--- config.mk ---
export PLATFORM = sky130hd
export DESIGN_NAME = led_bus_sequencer_flat
export DESIGN_NICKNAME = d
export VERILOG_FILES = /design/src/rtl/led_bus_sequencer_if.sv /design/src/rtl/led_bus_sequencer.sv /design/src/flat_wrapper.sv
export SDC_FILE = /design/constraint.sdc
export NUM_CORES = 1
export LEC_CHECK = 0
export CAP_MARGIN = 5
export CORE_ASPECT_RATIO = 1.4
export CORE_MARGIN = 4
export CORE_UTILIZATION = 55
export CTS_BUF_LIST = sky130_fd_sc_hd__clkbuf_8
export DETAILED_ROUTE_END_ITERATION = 10
export GPL_TIMING_DRIVEN = 0
export PLACE_DENSITY = 0.91
export SYNTH_ARGS = -nofsm -noshare
export SYNTH_HDL_FRONTEND = slang
export SYNTH_SLANG_ARGS = --single-unit
--- constraint.sdc ---
create_clock -name clk -period 4.7 [get_ports clk]
set_input_delay 0.705 -clock clk [delete_from_list [all_inputs] [get_ports clk]]
set_output_delay 0.705 -clock clk [all_outputs]
set_load 0.1 [all_outputs]
--- src/rtl/led_bus_sequencer_if.sv ---
// rtl/led_bus_sequencer_if.sv - write-only LED register bus (strobe, address, data)
interface led_bus_sequencer_if;
  logic       write_enable;
  logic [7:0] write_address;
  logic [7:0] write_data;

  modport master (
    output write_enable,
    output write_address,
    output write_data
  );

  modport slave (
    input write_enable,
    input write_address,
    input write_data
  );
endinterface

--- src/rtl/led_bus_sequencer.sv ---
// rtl/led_bus_sequencer.sv - enables the LED peripheral and periodically writes an animated 16-bit pattern
module led_bus_sequencer #(
  parameter int         TICK_DIV   = 12500000,
  parameter logic [7:0] CTRL_ADDR  = 8'h00,
  parameter logic [7:0] DATA1_ADDR = 8'h01,
  parameter logic [7:0] DATA2_ADDR = 8'h02
) (
  input  logic                       clk,
  input  logic                       rst,
  input  logic                       start,
  input  logic                       stop,
  input  logic [1:0]                 mode,
  input  logic [15:0]                seed,
  output logic                       busy,
  led_bus_sequencer_if.master        bus
);

  typedef enum logic [2:0] {
    IDLE  = 3'd0,
    EN    = 3'd1,
    WR_LO = 3'd2,
    WR_HI = 3'd3,
    WAIT  = 3'd4,
    DIS   = 3'd5
  } state_t;

  // WAIT spans TICK_DIV-2 cycles so that WR_LO strobes land TICK_DIV cycles apart.
  localparam int          CW        = $clog2(TICK_DIV);
  localparam logic [CW-1:0] WAIT_LAST = CW'(TICK_DIV - 3);

  state_t        state;
  state_t        next_state;
  logic [15:0]   pattern;
  logic [15:0]   pattern_d;
  logic [15:0]   pattern_upd;
  logic [CW-1:0] tick_cnt;
  logic          stop_pending;
  logic          stop_any;
  logic          wait_last;

  logic          we_d;
  logic [7:0]    addr_d;
  logic [7:0]    data_d;
  logic          busy_d;
  logic          we_q;
  logic [7:0]    addr_q;
  logic [7:0]    data_q;

  assign stop_any  = stop | stop_pending;
  assign wait_last = (tick_cnt == WAIT_LAST);

  // Pattern animation step for the currently selected mode.
  always_comb begin
    pattern_upd = pattern;
    case (mode)
      2'b00:   pattern_upd = pattern;
      2'b01:   pattern_upd = {pattern[14:0], pattern[15]};
      2'b10:   pattern_upd = {pattern[0], pattern[15:1]};
      default: pattern_upd = pattern + 16'd1;
    endcase
  end

  // State register.
  always_ff @(posedge clk) begin
    if (rst) begin
      state <= IDLE;
    end else begin
      state <= next_state;
    end
  end

  // Next-state logic; WR_LO always proceeds to WR_HI so a data pair is never split.
  always_comb begin
    next_state = state;
    case (state)
      IDLE:    next_state = (start && !stop) ? EN : IDLE;
      EN:      next_state = WR_LO;
      WR_LO:   next_state = WR_HI;
      WR_HI:   next_state = stop_any ? DIS : WAIT;
      WAIT: begin
        if (stop_any)       next_state = DIS;
        else if (wait_last) next_state = WR_LO;
        else                next_state = WAIT;
      end
      DIS:     next_state = IDLE;
      default: next_state = IDLE;
    endcase
  end

  // Next pattern value: seed on acceptance, animation step when WAIT hands over to WR_LO.
  always_comb begin
    pattern_d = pattern;
    if (state == IDLE && start && !stop) begin
      pattern_d = seed;
    end else if (state == WAIT && next_state == WR_LO) begin
      pattern_d = pattern_upd;
    end
  end

  // Pattern, WAIT tick counter and latched stop request.
  always_ff @(posedge clk) begin
    if (rst) begin
      pattern      <= 16'h0000;
      tick_cnt     <= '0;
      stop_pending <= 1'b0;
    end else begin
      pattern      <= pattern_d;
      tick_cnt     <= (state == WAIT && next_state == WAIT) ? tick_cnt + CW'(1) : '0;
      stop_pending <= (next_state != IDLE) &&
                      (stop_pending || (stop && state != IDLE));
    end
  end

  // Output decode from the upcoming state so the registered outputs line up with it.
  always_comb begin
    we_d   = 1'b0;
    addr_d = 8'h00;
    data_d = 8'h00;
    busy_d = (next_state != IDLE);
    case (next_state)
      EN: begin
        we_d   = 1'b1;
        addr_d = CTRL_ADDR;
        data_d = 8'h01;
      end
      WR_LO: begin
        we_d   = 1'b1;
        addr_d = DATA1_ADDR;
        data_d = pattern_d[7:0];
      end
      WR_HI: begin
        we_d   = 1'b1;
        addr_d = DATA2_ADDR;
        data_d = pattern_d[15:8];
      end
      DIS: begin
        we_d   = 1'b1;
        addr_d = CTRL_ADDR;
        data_d = 8'h00;
      end
      default: begin
        we_d   = 1'b0;
        addr_d = 8'h00;
        data_d = 8'h00;
      end
    endcase
  end

  // Output registers; reset drops the bus to idle without a disable write.
  always_ff @(posedge clk) begin
    if (rst) begin
      we_q   <= 1'b0;
      addr_q <= 8'h00;
      data_q <= 8'h00;
      busy   <= 1'b0;
    end else begin
      we_q   <= we_d;
      addr_q <= addr_d;
      data_q <= data_d;
      busy   <= busy_d;
    end
  end

  assign bus.write_enable  = we_q;
  assign bus.write_address = addr_q;
  assign bus.write_data    = data_q;

endmodule

--- src/flat_wrapper.sv ---
// flat-port wrapper written by rule: the top's interface ports become plain ports
module led_bus_sequencer_flat 
#(
  parameter int         TICK_DIV   = 12500000,
  parameter logic [7:0] CTRL_ADDR  = 8'h00,
  parameter logic [7:0] DATA1_ADDR = 8'h01,
  parameter logic [7:0] DATA2_ADDR = 8'h02
)
  (clk, rst, start, stop, mode, seed, busy, bus_write_enable, bus_write_address, bus_write_data);
  led_bus_sequencer_if bus_i ();
  input  logic clk;
  input  logic rst;
  input  logic start;
  input  logic stop;
  input  logic [1:0] mode;
  input  logic [15:0] seed;
  output logic busy;
  output wire logic [$bits(bus_i.write_enable)-1:0] bus_write_enable;
  output wire logic [$bits(bus_i.write_address)-1:0] bus_write_address;
  output wire logic [$bits(bus_i.write_data)-1:0] bus_write_data;
  assign bus_write_enable = bus_i.write_enable;
  assign bus_write_address = bus_i.write_address;
  assign bus_write_data = bus_i.write_data;
  led_bus_sequencer #(.TICK_DIV(TICK_DIV), .CTRL_ADDR(CTRL_ADDR), .DATA1_ADDR(DATA1_ADDR), .DATA2_ADDR(DATA2_ADDR)) u_core (.clk(clk), .rst(rst), .start(start), .stop(stop), .mode(mode), .seed(seed), .busy(busy), .bus(bus_i));
endmodule
==> flow_summary.json <==
{
  "status": "complete, no violations",
  "cts.clk_slew.worst_paths_ns": 0.10,
  "synth_top_family_by_area": "simple AND/OR/NAND/NOR gates",
  "finalSetupTns_ns": 0,
  "slowest_stage": "a211oi_1",
  "cts-root-buf": "clkbuf_8",
  "synthAdderAreaFrac_pct": 1.12,
  "io_buffers": 31,
  "drive_gt1_share_pct": 11.7,
  "cts_resized": 0,
  "end_kind": "register",
  "grt_usage_pct": 25.9,
  "synth_flop_cell": "dfxtp_1",
  "drt_first_pass_iters": 5,
  "drt_iter0_markers": 293,
  "switching_share_pct": 33.6,
  "grt_pass1_vias": 3177,
  "hp-class": "reg -> reg",
  "htreeDepth": 2,
  "routed_via_density": 6.36,
  "die_h_um": 100,
  "die-area_sq_um": 7430,
  "finalCritPeriodShare_pct": 65.9,
  "hold_buffers": 0,
  "slew_violations": 0,
  "start_util_pct": 56.8,
  "synth_top_area_share_pct": 33.4,
  "area_growth_pct": 15.2,
  "layout.nets": 468,
  "dp.final_hpwl_um": 6990,
  "grt_max_degree": 19,
  "powerDensity_nw_per_um2": 267,
  "ir_drop_mv": 0.237,
  "combPwrFrac_pct": 24.6,
  "hold_viol_final": 0,
  "crit_arrival_ns": 3.25,
  "synthDistinctLibCells": 76,
  "cts_sinks": 56,
  "synth_area_sq_um": 3350,
  "fmax_mhz": 323,
  "synth_mux_area_share_pct": 5.19,
  "cpPeakStageDelay_ns": 0.56,
  "place_congestion": 1.04,
  "synth_compound_area_share_pct": 20.9,
  "p_seq_share_pct": 49.4,
  "synthArstFlopShare_pct": 0,
  "ys_seq_area_share_pct": 33.4,
  "pin_count": 40,
  "route.detailed.drc": 0,
  "yosys_warnings": 0,
  "internal-power_mw": 0.684,
  "crit_type": "in -> reg",
  "wl_met3_um": 515,
  "dr_total_vias": 3268,
  "relSlewSlack_pct": 17.9,
  "antenna_found_initial": 0,
  "top_layer": "met4",
  "synthSimpleGateAreaFrac_pct": 27.0,
  "worst_pin_slew_ns": 1.22,
  "synth_top_area_cell": "dfxtp_1",
  "ys_ff_latch": 56,
  "path_cells": "clkdlybuf4s50_1 > nor4b_1 > and4_1 > clkbuf_1 > and2_1 > a21oi_1 > a211oi_1 > o32ai_1",
  "synth_edf_count": 0,
  "critPathMaxFanout": 6,
  "clk_path_buf_depth": 2,
  "cap_violations": 0,
  "wl_met2_um": 4740,
  "power_mw": 1.03,
  "tritoncts": "built",
  "cts_made_buffers": 5,
  "synthTopCellsByArea": "dfxtp_1 (33%), nor2_1 (5.7%), nand2_1 (3.5%), mux4_2 (3.4%), xnor2_1 (3.1%)",
  "drt-met1-wl_um": 3470,
  "rows": 33,
  "wl_um": 9250,
  "detail-route-antenna-nets": 0,
  "grt_first_pass_wirelength_um": 14900,
  "p_clk_share_pct": 26.0,
  "fin_skew_ns": 0.00534,
  "wl_per_cell_um": 18.0,
  "power_switching_mw": 0.346,
  "clock_latency_ns": 0.31,
  "syn_inst": 400,
  "crit_path_start_kind": "input pin",
  "finalSetupViolCount": 0,
  "synth_xor_area_share_pct": 6.01,
  "die_x_um": 74.0,
  "grt_overflow": 0,
  "post_cts_buffers": 0,
  "rsz0062_at_grt": "no",
  "avgSynthCellArea_sq_um": 8.38,
  "num_antenna_cells": 0,
  "required_ns": 4.85,
  "p_leak_nw": 1.33,
  "finalCriticalPeriod_ns": 3.10,
  "core_sq_um": 5900
}
==> cell usage in the layout, fill, tap and decap left out, types with 12 or more instances in the layout <==
cell type | Yosys | layout
a21oi_1 | 18 | 18
clkbuf_1 | 14 | 14
clkdlybuf4s50_1 | 0 | 31
dfxtp_1 | 56 | 56
nand2_1 | 31 | 31
nand3_1 | 15 | 15
nor2_1 | 51 | 51
nor3_1 | 13 | 13
o21ai_0 | 14 | 14
xnor2_1 | 12 | 12
==> layout make-up <==
cell class	count	area, sq um
Multi-Input combinational cell	306	2040
Fill cell	513	2040
Buffer	32	169
Inverter	11	41.3
Timing Repair Buffer	31	310
Clock buffer	5	68.8
Sequential cell	56	1120
Clock inverter	3	22.5
Tap cell	70	87.6
==> stage by stage <==
stage	utilization, %	hold slack, ns	instances	area [sq um]	worst slack, ns
after floorplan	-	0.445	405	3370	2.34
after global placement	63.8	0.457	506	3770	1.37
after detailed placement	63.8	0.476	506	3770	1.38
after CTS	65.4	0.499	514	3860	1.70
after global routing	65.4	0.536	514	3860	1.57
final	65.4	0.487	514	3860	1.60
==> worst max-delay path: cells and delay by family <==
| kind | cells | cell delay [ns] |
|---|---|---|
| compound gates | 3 | 0.88 |
| simple gates | 3 | 0.86 |
| buf+inv | 2 | 0.81 |
==> cells in the mapped netlist, types with 3 or more instances <==
library cell and number:
dfxtp_1 56, nor2_1 51, nand2_1 31, a21oi_1 18, nand3_1 15, clkbuf_1 14, o21ai_0 14, nor3_1 13
xnor2_1 12, inv_1 11, xor2_1 11, buf_2 9, nand4_1 9, a211oi_1 6, a31oi_1 6, buf_4 6
nor2b_1 6, o22ai_1 6, and3_1 5, mux2i_1 5, mux4_2 5, and2_1 4, nand2b_1 4, nor4_1 4
o31ai_1 4, a211o_1 3, ha_1 3, o211ai_1 3, o21ai_1 3, or2_2 3
==> sequential cells by signal (all words and copies together), names as in the netlist <==
name                      cells
u_core.bus.write_address      2
u_core.bus.write_data         8
u_core.bus.write_enable       1
u_core.busy                   1
u_core.pattern               16
u_core.state                  3
u_core.stop_pending           1
u_core.tick_cnt              24
==> final timing paths <==
kind | startpoint | end | slack, ns | depth (start not counted)
max | stop | u_core.bus.write_data[0] | 1.60 | 8
min | u_core.tick_cnt[0] | u_core.tick_cnt[0] | 0.49 | 1
max reg2reg | u_core.tick_cnt[0] | u_core.bus.write_data[0] | 2.00 | 8
min reg2reg | u_core.tick_cnt[0] | u_core.tick_cnt[0] | 0.49 | 1
==> cells by family (layout without fill, tap and decap cells) <==
family,count (synthesis),count (layout)
AND/OR/NAND/NOR,168,168
AO/OA/AOI/OAI,95,95
flip-flops,56,56
buffers and inverters,43,82
XOR/XNOR,23,23
multiplexers,11,11
adder cells (fa/ha/maj),3,3
other,1,6
==> per-layer routing <==
| layer | track usage (%) | vias to the layer above |
|---|---|---|
| li1 | - | 1529 |
| met1 | 29.4 | 1541 |
| met2 | 45.4 | 153 |
| met3 | 3.41 | 45 |
| met4 | 14.6 | 0 |
| met5 | 0 | - |
==> power groups by stage <==
stage                     combinational [mW]  clock, mW  sequential [mW]
after floorplan                        0.141          0            0.559
after global placement                 0.247          0            0.519
after detailed placement               0.249          0            0.519
after CTS                              0.250      0.274            0.508
after global routing                   0.269      0.297            0.511
final                                  0.253      0.268            0.509
Power figures use the tool's default switching activity.
